<file path="config.mk">
export PLATFORM = sky130hd
export DESIGN_NAME = alu12_result_stage_flat
export DESIGN_NICKNAME = d
export VERILOG_FILES = /design/src/rtl/alu12_pkg.sv /design/src/rtl/alu12_result_stage_if.sv /design/src/rtl/alu12_flag_gen.sv /design/src/rtl/alu12_result_stage.sv /design/src/flat_wrapper.sv
export SDC_FILE = /design/constraint.sdc
export NUM_CORES = 1
export LEC_CHECK = 0
export BUFFER_PORTS_ARGS = -buffer_cell sky130_fd_sc_hd__buf_2
export CORE_UTILIZATION = 45
export CTS_BUF_LIST = sky130_fd_sc_hd__clkbuf_2 sky130_fd_sc_hd__clkbuf_4 sky130_fd_sc_hd__clkbuf_8
export DETAILED_ROUTE_END_ITERATION = 10
export GPL_TIMING_DRIVEN = 0
export PLACE_DENSITY_LB_ADDON = 0.12
export SYNTH_ARGS = -nofsm -noshare
export SYNTH_HDL_FRONTEND = slang
export SYNTH_SLANG_ARGS = --single-unit
</file>
<file path="constraint.sdc">
create_clock -name i_clk -period 1.5 [get_ports i_clk]
set_input_delay 0.075 -clock i_clk [delete_from_list [all_inputs] [get_ports i_clk]]
set_output_delay 0.075 -clock i_clk [all_outputs]
set_load 0.05 [all_outputs]
</file>
<file path="src/rtl/alu12_pkg.sv">
// alu12_pkg: shared definitions for the 12-bit ALU pipeline stages.
//   ALU_W       default data width
//   OP_*        operation-tag encodings (SUB occupies 100..111)
//   FLAG_*      bit positions of {Z,N,C,V} in a 4-bit flag word
//   flags_t     packed flag struct, same bit order as FLAG_*
package alu12_pkg;

    localparam int ALU_W = 12;

    localparam logic [2:0] OP_AND    = 3'b000;
    localparam logic [2:0] OP_OR     = 3'b001;
    localparam logic [2:0] OP_XOR    = 3'b010;
    localparam logic [2:0] OP_ADD    = 3'b011;
    localparam logic [2:0] OP_SUB_LO = 3'b100;
    localparam logic [2:0] OP_SUB_HI = 3'b111;

    localparam int FLAG_Z = 3;
    localparam int FLAG_N = 2;
    localparam int FLAG_C = 1;
    localparam int FLAG_V = 0;

    typedef struct packed {
        logic z;
        logic n;
        logic c;
        logic v;
    } flags_t;

    // Every tag with the top bit set is a subtract.
    function automatic logic is_sub(input logic [2:0] sel);
        return sel[2];
    endfunction

endpackage

</file>
<file path="src/rtl/alu12_result_stage_if.sv">
// alu12_result_stage_if: ALU-side and consumer-side bus of the result stage.
//   in_valid/in_ready, sel, a, b, o, carry   ALU result capture handshake
//   out_valid/out_ready, result, flags       head-of-buffer delivery handshake
//   sticky_v/clr_sticky, res_cnt             status and its clear
// master: ALU + consumer side; slave: the result stage.
interface alu12_result_stage_if
    import alu12_pkg::*;
#(
    parameter int W     = ALU_W,
    parameter int CNT_W = 8
) ();

    logic             in_valid;
    logic             in_ready;
    logic [2:0]       sel;
    logic [W-1:0]     a;
    logic [W-1:0]     b;
    logic [W:0]       o;
    logic             carry;
    logic             out_valid;
    logic             out_ready;
    logic [W-1:0]     result;
    flags_t           flags;
    logic             sticky_v;
    logic             clr_sticky;
    logic [CNT_W-1:0] res_cnt;

    modport master (
        output in_valid, sel, a, b, o, carry, out_ready, clr_sticky,
        input  in_ready, out_valid, result, flags, sticky_v, res_cnt
    );

    modport slave (
        input  in_valid, sel, a, b, o, carry, out_ready, clr_sticky,
        output in_ready, out_valid, result, flags, sticky_v, res_cnt
    );

endinterface

</file>
<file path="src/rtl/alu12_flag_gen.sv">
// alu12_flag_gen: combinational Z/N/C/V derivation from an ALU operation.
//   i_sel    operation tag
//   i_a/i_b  operands as fed to the ALU (sign bits feed V)
//   i_o      ALU result bus; the top bit is always 0 and ignored
//   i_carry  carry (ADD) / borrow (SUB)
//   o_flags  {z,n,c,v}
module alu12_flag_gen
    import alu12_pkg::*;
#(
    parameter int W = ALU_W
) (
    input  logic [2:0]   i_sel,
    input  logic [W-1:0] i_a,
    input  logic [W-1:0] i_b,
    input  logic [W:0]   i_o,
    input  logic         i_carry,
    output flags_t       o_flags
);

    logic w_is_add;
    logic w_is_sub;
    logic w_sa, w_sb, w_so;
    logic w_unused_o_msb;

    assign w_unused_o_msb = i_o[W];

    assign w_is_add = (i_sel == OP_ADD);
    assign w_is_sub = is_sub(i_sel);
    assign w_sa     = i_a[W-1];
    assign w_sb     = i_b[W-1];
    assign w_so     = i_o[W-1];

    always_comb begin
        o_flags   = '0;
        o_flags.z = (i_o[W-1:0] == '0);
        o_flags.n = w_so;
        o_flags.c = (w_is_add | w_is_sub) & i_carry;
        // Signed overflow: result sign disagrees with A when the effective
        // operand signs agree (B's sign is inverted for subtraction).
        if (w_is_add)
            o_flags.v = (w_sa == w_sb) & (w_so != w_sa);
        else if (w_is_sub)
            o_flags.v = (w_sa != w_sb) & (w_so != w_sa);
    end

endmodule

</file>
<file path="src/rtl/alu12_result_stage.sv">
// alu12_result_stage: registered result stage behind the 12-bit ALU.
//   i_clk  rising-edge clock
//   i_rst  synchronous active-high reset
//   bus    alu12_result_stage_if.slave (capture, delivery, status)
// Two-entry skid buffer (head + tail); head drives result/flags directly.
// in_ready depends only on registered occupancy and reset.
module alu12_result_stage
    import alu12_pkg::*;
#(
    parameter int W     = ALU_W,
    parameter int CNT_W = 8
) (
    input  logic                 i_clk,
    input  logic                 i_rst,
    alu12_result_stage_if.slave  bus
);

    typedef struct packed {
        logic [W-1:0] res;
        flags_t       flags;
    } entry_t;

    logic [1:0]       r_occ;
    logic             r_vld;
    entry_t           r_head;
    entry_t           r_tail;
    logic             r_sticky;
    logic [CNT_W-1:0] r_cnt;

    logic [1:0] w_occ_nxt;
    entry_t     w_head_nxt;
    entry_t     w_tail_nxt;
    entry_t     w_new;
    flags_t     w_flags;
    logic       w_push;
    logic       w_pop;

    alu12_flag_gen #(.W(W)) u_flag_gen (
        .i_sel   (bus.sel),
        .i_a     (bus.a),
        .i_b     (bus.b),
        .i_o     (bus.o),
        .i_carry (bus.carry),
        .o_flags (w_flags)
    );

    assign w_new.res   = bus.o[W-1:0];
    assign w_new.flags = w_flags;

    assign bus.in_ready = (r_occ < 2'd2) & ~i_rst;
    assign w_push       = bus.in_valid & bus.in_ready;
    assign w_pop        = r_vld & bus.out_ready;

    always_comb begin
        w_occ_nxt  = r_occ;
        w_head_nxt = r_head;
        w_tail_nxt = r_tail;
        case (r_occ)
            2'd0: if (w_push) begin
                w_head_nxt = w_new;
                w_occ_nxt  = 2'd1;
            end
            2'd1: begin
                // Head is replaced on push+pop; head is left holding its
                // last value on a pop that empties the buffer.
                if (w_push && w_pop) begin
                    w_head_nxt = w_new;
                end else if (w_push) begin
                    w_tail_nxt = w_new;
                    w_occ_nxt  = 2'd2;
                end else if (w_pop) begin
                    w_occ_nxt  = 2'd0;
                end
            end
            2'd2: if (w_pop) begin
                w_head_nxt = r_tail;
                w_occ_nxt  = 2'd1;
            end
            default: w_occ_nxt = 2'd0;
        endcase
    end

    always_ff @(posedge i_clk) begin
        if (i_rst) begin
            r_occ    <= '0;
            r_vld    <= 1'b0;
            r_head   <= '0;
            r_tail   <= '0;
            r_sticky <= 1'b0;
            r_cnt    <= '0;
        end else begin
            r_occ  <= w_occ_nxt;
            r_vld  <= (w_occ_nxt != 2'd0);
            r_head <= w_head_nxt;
            r_tail <= w_tail_nxt;
            if (w_push && w_new.flags.v)
                r_sticky <= 1'b1;
            else if (bus.clr_sticky)
                r_sticky <= 1'b0;
            r_cnt <= r_cnt + CNT_W'(w_pop);
        end
    end

    assign bus.out_valid = r_vld;
    assign bus.result    = r_head.res;
    assign bus.flags     = r_head.flags;
    assign bus.sticky_v  = r_sticky;
    assign bus.res_cnt   = r_cnt;

endmodule

</file>
<file path="src/flat_wrapper.sv">
// flat-port wrapper written by rule: the top's interface ports become plain ports
module alu12_result_stage_flat import alu12_pkg::*;
#(
    parameter int W     = ALU_W,
    parameter int CNT_W = 8
)
  (i_clk, i_rst, bus_in_valid, bus_sel, bus_a, bus_b, bus_o, bus_carry, bus_out_ready, bus_clr_sticky, bus_in_ready, bus_out_valid, bus_result, bus_flags, bus_sticky_v, bus_res_cnt);
  alu12_result_stage_if #(.W(W), .CNT_W(CNT_W)) bus_i ();
  input  logic i_clk;
  input  logic i_rst;
  input wire logic [$bits(bus_i.in_valid)-1:0] bus_in_valid;
  input wire logic [$bits(bus_i.sel)-1:0] bus_sel;
  input wire logic [$bits(bus_i.a)-1:0] bus_a;
  input wire logic [$bits(bus_i.b)-1:0] bus_b;
  input wire logic [$bits(bus_i.o)-1:0] bus_o;
  input wire logic [$bits(bus_i.carry)-1:0] bus_carry;
  input wire logic [$bits(bus_i.out_ready)-1:0] bus_out_ready;
  input wire logic [$bits(bus_i.clr_sticky)-1:0] bus_clr_sticky;
  output wire logic [$bits(bus_i.in_ready)-1:0] bus_in_ready;
  output wire logic [$bits(bus_i.out_valid)-1:0] bus_out_valid;
  output wire logic [$bits(bus_i.result)-1:0] bus_result;
  output wire logic [$bits(bus_i.flags)-1:0] bus_flags;
  output wire logic [$bits(bus_i.sticky_v)-1:0] bus_sticky_v;
  output wire logic [$bits(bus_i.res_cnt)-1:0] bus_res_cnt;
  assign bus_i.in_valid = bus_in_valid;
  assign bus_i.sel = bus_sel;
  assign bus_i.a = bus_a;
  assign bus_i.b = bus_b;
  assign bus_i.o = bus_o;
  assign bus_i.carry = bus_carry;
  assign bus_i.out_ready = bus_out_ready;
  assign bus_i.clr_sticky = bus_clr_sticky;
  assign bus_in_ready = bus_i.in_ready;
  assign bus_out_valid = bus_i.out_valid;
  assign bus_result = bus_i.result;
  assign bus_flags = bus_i.flags;
  assign bus_sticky_v = bus_i.sticky_v;
  assign bus_res_cnt = bus_i.res_cnt;
  alu12_result_stage #(.W(W), .CNT_W(CNT_W)) u_core (.i_clk(i_clk), .i_rst(i_rst), .bus(bus_i));
endmodule
</file>
Word level (Yosys, flattened, before mapping)

Cells that the tools add are included.

Bitwise gates (word level): 9
$add $sub $neg: 1
Order comparisons: 1
Reductions and logical operators: 9
Mux-type cells: 14
Equality and inequality tests: 9

Operator list:

| operator                                            | number |
|---|---|
| two-way mux 16 bit                                  | 3 |
| one-hot mux 16 bit (3 select lines)                 | 1 |
| logical NOT 12 bit                                  | 1 |
| two-way mux 2 bit                                   | 5 |
| adder 8 x 1 -> 8 bit                                | 1 |
| AND 1 bit                                           | 6 |
| != test 2 x 1 -> 1 bit, second input constant       | 3 |
| one-hot mux 2 bit (3 select lines)                  | 1 |
| two-way mux 1 bit                                   | 4 |
| AND reduction 4 bit                                 | 1 |
| nonzero test 2 bit                                  | 2 |
| equality test 3 x 2 -> 1 bit, second input constant | 1 |
| AND reduction 3 bit                                 | 1 |
| nonzero test 3 bit                                  | 1 |
| equality test 2 x 1 -> 1 bit, second input constant | 1 |
| equality test 2 bit, second input constant          | 1 |
| logical AND 1 bit                                   | 2 |
| logical NOT 2 bit                                   | 1 |
| less-than comparator 2 bit, second input constant   | 1 |
| != test 1 bit                                       | 2 |
| inverter 1 bit                                      | 2 |
| equality test 1 bit                                 | 1 |
| OR 1 bit                                            | 1 |

Input bits: 46
Output and inout bits: 27
Flip-flop bits (word level): 44
Logic and storage cells: 57

Depth between registers and ports, before layout

Depth in word-level cells: 7
Depth in mapped cells: 6
Mapped depth without buffers: 6

Modules after synthesis

Synthesis repeated with hierarchy kept, for this count alone.

Cells, all modules: 195
Area, all modules: 1915.6 um2

Modules (own cells, without submodules):

| module             | area each (um2) | seq. area each (um2) | cells each | times used |
|---|---|---|---|---|
| alu12_result_stage | 1824.2          | 880.8                | 182        | 1 |
| alu12_flag_gen     | 91.3            | 0.0                  | 13         | 1 |

Worst setup path after synthesis

Ideal clock, no wire load.

Path type: reg2reg
From: register u_core.r_occ[1]
To: register u_core.r_tail[10] (netlist bit)
Path buffers: 1
Library setup time: 132 ps
Cell stages (with the launch flop): 6
Required time: 1368 ps
Data arrival time: 1733 ps
Path slack: -366 ps
Period minus slack after synthesis: 1866 ps
Path through: dfxtp_1 nor2_1 nand3_1 clkbuf_1 nand2_1 a21oi_1

Cells in the longest elaborated chain, start to end: 6
Elaborated cells on any way between the ends: 7
Those cells by class: order compare (1); eq/ne (1); bitwise (3); reduce/logical (2)

RTL lines:

| what                                     | line                     | source |
|---|---|---|
| start, declared                          | alu12_result_stage.sv:23 | `logic [1:0] r_occ;` |
| start signal, assigned                   | alu12_result_stage.sv:92 | `r_occ <= w_occ_nxt;` |
| less-than comparator 2 bit (*)           | alu12_result_stage.sv:50 | `assign bus.in_ready = (r_occ < 2'd2) & ~i_rst;` |
| AND 1 bit (*)                            | alu12_result_stage.sv:50 |  |
| named net bus_in_ready                   | flat_wrapper.sv:19       | `output wire logic [$bits(bus_i.in_ready)-1:0] bus_in_ready;` |
| AND 1 bit (*)                            | alu12_result_stage.sv:51 | `assign w_push = bus.in_valid & bus.in_ready;` |
| logical AND 1 bit                        | alu12_result_stage.sv:66 | `if (w_push && w_pop) begin` |
| inverter 1 bit (no source line)          | -                        |  |
| AND reduction 3 bit (no source line) (*) | -                        |  |
| end signal, assigned                     | alu12_result_stage.sv:95 | `r_tail <= w_tail_nxt;` |
| end, declared                            | alu12_result_stage.sv:26 | `entry_t r_tail;` |

Mark *: on every way through the listed nets, which the timed path passes. The rest lies on a longest branch.
A chain may end at the register's enable or synchronous reset.

Worst setup path after layout

From: register u_core.r_occ[1]
To: register u_core.r_head, in the netlist u_core.bus.result[4]

Cells in the longest elaborated chain, start to end: 6
Elaborated cells on any way between the ends: 13
Those cells by class: order compare (1); eq/ne (5); mux (1); bitwise (2); reduce/logical (4)

RTL lines:

| what                                    | line                     | source |
|---|---|---|
| less-than comparator 2 bit              | alu12_result_stage.sv:50 |  |
| AND 1 bit                               | alu12_result_stage.sv:50 |  |
| AND 1 bit                               | alu12_result_stage.sv:51 |  |
| logical AND 1 bit                       | alu12_result_stage.sv:66 |  |
| != test 2 x 1 -> 1 bit (no source line) | -                        |  |
| AND reduction 4 bit (no source line)    | -                        |  |
| end signal, assigned                    | alu12_result_stage.sv:94 | `r_head <= w_head_nxt;` |
| end, declared                           | alu12_result_stage.sv:25 | `entry_t r_head;` |

Parallel ways exist; a longest one is shown, timed or not.

==> impl_metrics.csv <==
group,metric,value,unit
layout,final_common_cell,"nand2_1",
critical_path,cp_top_family,"simple AND/OR/NAND/NOR gates",
synth,seq_area_frac_synth,44.0,%
layout,final_cell_mix,"55 x nand2_1, 48 x buf_2, 40 x dfxtp_1",
critical_path,data_arrival_time_of_the_critical_path,1.70,ns
placed_design,port_buffers,48,
drt,detailedRoute.firstIterationViolations,96,
clock_tree,cts_max_path_buffers,2,
layout,layout_cell_share_with_drive_strength_beyond_1,38.9,%
synth,synth.net_count,266,
grt,vias_in_the_first_global_route,1621,
drt,drt.antenna.violating_nets,0,
timing,setup_viol,25,
drt,wirelength_met1,2290,um
layout,nets,334,
layout,n_antenna_cell,0,
critical_path,worst_ep_required_time,1.65,ns
placed_design,placedInstanceArea,2220,um^2
drt,detail_route.wirelength,4810,um
outcome,status,"finished, violations left",
grt,overall_track_demand_over_capacity_in_global_routing,23.2,%
flow_run,maxCapViolCount,0,
synth,synth_top_area_cell,"dfxtp_1",
timing,finalMaxSlewViolations,0,
drt,route.detailed.vias_per_inst,5.31,
grt,grt_antenna_before_repair,0,
clock_tree,clkLatencyLatePin,0.29,ns
layout,fillCellCount,382,
clock_tree,clock_sinks,42,
floorplan,rows,23,
grt,globalRouteOverflowTotal,0,
critical_path,slowest_delay,0.41,ns
drt,num_vias,1780,
clock_tree,cts.reportedPaths.clkPinSlew,0.08,ns
placed_design,hpwlAfterDp,3150,um
critical_path,crit_buf_inv,2,
critical_path,slowest_stage,"or3b_4",
timing,timing.clock.skew,0.00444,ns
timing,postLayoutSetupSlackWorst,-0.0542,ns
clock_tree,cts_root_buffer,"clkbuf_8",
power,peakVddDrop,0.551,mV
timing,worst-slew-pin-transition,0.732,ns
outcome,violations,"negative setup slack",
floorplan,floorplan.die_area,4510,um^2
timing,min_period_over_period,104,%
synth,yosys_warnings,0,
placed_design,place.gp.congestion,0.807,
grt,grt_start_max_net_pins,12,
timing,rsz0062_at_grt,"yes",
timing,final_hold_viol_count,0,
drt,wl_met2,2200,um
drt,drt_drc_violations_left,0,
synth,yosys.area.top_type_share,44.0,%
floorplan,die_h,67.1,um
critical_path,timing.critical_path.fanout_max,6,
floorplan,initial_core_util,47.4,%
drt,routed_wire_length_per_instance,14.4,um
clock_tree,htreeDepth,2,
synth,synth-seq-cells,42,
drt,number_of_detailed_route_iterations_in_the_first_pass,5,
timing,achievable-frequency,0.643,GHz
placed_design,placement.setup.worst_slack,-0.405,ns
floorplan,design.portCount,73,
critical_path,cp-start-kind,"flip-flop",
drt,top_layer_in_use,"met4",
synth,gate_count_after_technology_mapping,218,
timing,period_minus_slack,1.55,ns
synth,netlist-cell-type-count,35,
layout,layout-area-overhead-vs-synth,33.2,%
grt,first_pass_grt_wire_length,7620,um
synth,synth_area,1910,um^2
timing,relSlewSlack,51.2,%
critical_path,setup.worst_path.end_class,"flip-flop",
power,p_per_area,969,nW/um^2
floorplan,std_cell_core_area,4030,um^2
drt,met3_length,195,um
clock_tree,cts_tree,"yes",
critical_path,timing.critical_path.cells,"or3b_4, o21ai_4, buf_6, clkbuf_16, a311oi_2",
synth,top_cells_by_area_in_the_synthesized_netlist,"dfxtp_1 44%, a311oi_2 11%, nand2_1 11%",
critical_path,timing_worst_setup_path_type,"reg -> reg",
synth,synthesis.area_per_instance,8.76,um^2
layout,fin_area,2540,um^2
floorplan,dieWidth,67.1,um
clock_tree,cts-buffers-inserted,5,
power,leakage,1.03,nW
worst_hold_path,hold_path.class,"in -> reg",
==> worst reg2reg max path: stages, from the launching register on <==
cell	delay, ns
dfxtp_4	0.36
or3b_4	0.42
o21ai_4	0.22
buf_6	0.19
clkbuf_16	0.16
a311oi_2	0.08
==> routing by layer <==
metal | vias up | GRT usage [%]
met5 | - | 0
met4 | 0 | 11.4
met3 | 15 | 4.56
met2 | 47 | 36.6
met1 | 831 | 29.9
li1 | 887 | -
==> worst paths after layout <==
check                                      start                           endpoint  slack [ns]  depth (start not counted)
hold / removal                          bus_o[8]     u_core.r_tail[12]$_SDFFE_PP0P_        0.04                          3
setup reg to reg      u_core.r_occ[1]$_SDFF_PP0_  u_core.bus.result[4]$_SDFFE_PP0P_       -0.05                          5
setup / recovery      u_core.r_occ[1]$_SDFF_PP0_  u_core.bus.result[4]$_SDFFE_PP0P_       -0.05                          5
hold reg to reg   u_core.r_tail[14]$_SDFFE_PP0P_     u_core.r_tail[14]$_SDFFE_PP0P_        0.46                          2
==> sequential cells by signal (all words and copies together), names as in the netlist <==
register / cells
u_core.r_tail: 15
u_core.bus.result: 11
u_core.bus.res_cnt: 8
u_core.bus.flags: 4
u_core.r_occ: 2
u_core.bus.out_valid: 1
u_core.bus.sticky_v: 1
==> through the flow <==
stage / std cells / total power [mW] / hold slack (ns) / TNS, ns / utilization (%)
after detailed placement: 316 / 1.70 / 0.278 / -5.58 / 55.1
after global routing: 335 / 2.57 / 0.0404 / -2.18 / 63.1
final: 335 / 2.46 / 0.0364 / -0.747 / 63.1
after global placement: 316 / 1.69 / 0.269 / -5.27 / 55.1
after floorplan: 218 / 1.57 / 0.179 / 0 / -
after CTS: 336 / 2.47 / 0.0350 / -0.404 / 62.2
==> repair_timing <==
| action | CTS | global route |
|---|---|---|
| setup endpoints to repair | 29 | 32 |
| cloned | 3 | 1 |
| setup buffers | 10 | 0 |
| resized for setup | 20 | 16 |
| pin swaps | 9 | 11 |
| hold buffers | 2 | 0 |
| endpoints found under the hold margin | 2 | 0 |
==> area by class of cell <==
type / instances / area, um^2 / share of cell area [%]
timing repair buffer: 63 / 414 / 16.3
buffer: 12 / 91.3 / 3.59
clock buffer: 6 / 82.6 / 3.25
multi-input combinational: 159 / 1030 / 40.7
inverter: 3 / 11.3 / 0.443
tap: 50 / 62.6 / 2.46
sequential: 42 / 846 / 33.3
==> cells by family (layout without fill, tap and decap cells) <==
kind of cell | count (synthesis) | after routing | synth area share (%)
buffers and inverters | 17 | 84 | 5.18
adders and majority gates | 2 | 2 | 1.31
and+or+nand+nor | 106 | 106 | 24.8
DFF | 42 | 42 | 44.0
muxes | 3 | 3 | 1.57
AOI/OAI and AO/OA | 42 | 42 | 20.4
xor gates and xnor gates | 6 | 6 | 2.75
==> power breakdown <==
part | total [mW] | switching, mW | internal, mW
Clock | 0.718 | 0.362 | 0.355
Sequential | 1.20 | 0.0330 | 1.16
Combinational | 0.550 | 0.350 | 0.200
Total | 2.46 | 0.745 | 1.72
==> cells in the mapped netlist <==
cell,instances
o21ai_4,1
nor2_4,1
nand2b_1,1
nand3_1,6
clkbuf_1,8
nand3b_1,1
buf_2,1
buf_6,4
inv_1,3
nor4_1,3
nand4b_1,1
xor2_1,4
a21bo_2,1
dfxtp_1,42
nand2_1,55
a21oi_1,16
or3b_4,1
a311oi_2,14
xnor2_1,2
and3_1,2
nor2b_1,7
o2bb2a_1,1
a22oi_1,1
nand4_1,2
buf_4,1
o32ai_1,1
mux2i_1,3
and2_1,1
nor2_1,24
o31ai_1,1
nor3b_1,1
a211oi_1,1
o21ai_0,4
a21boi_2,1
ha_1,2
No activity file was read; power rests on OpenSTA's default activity.
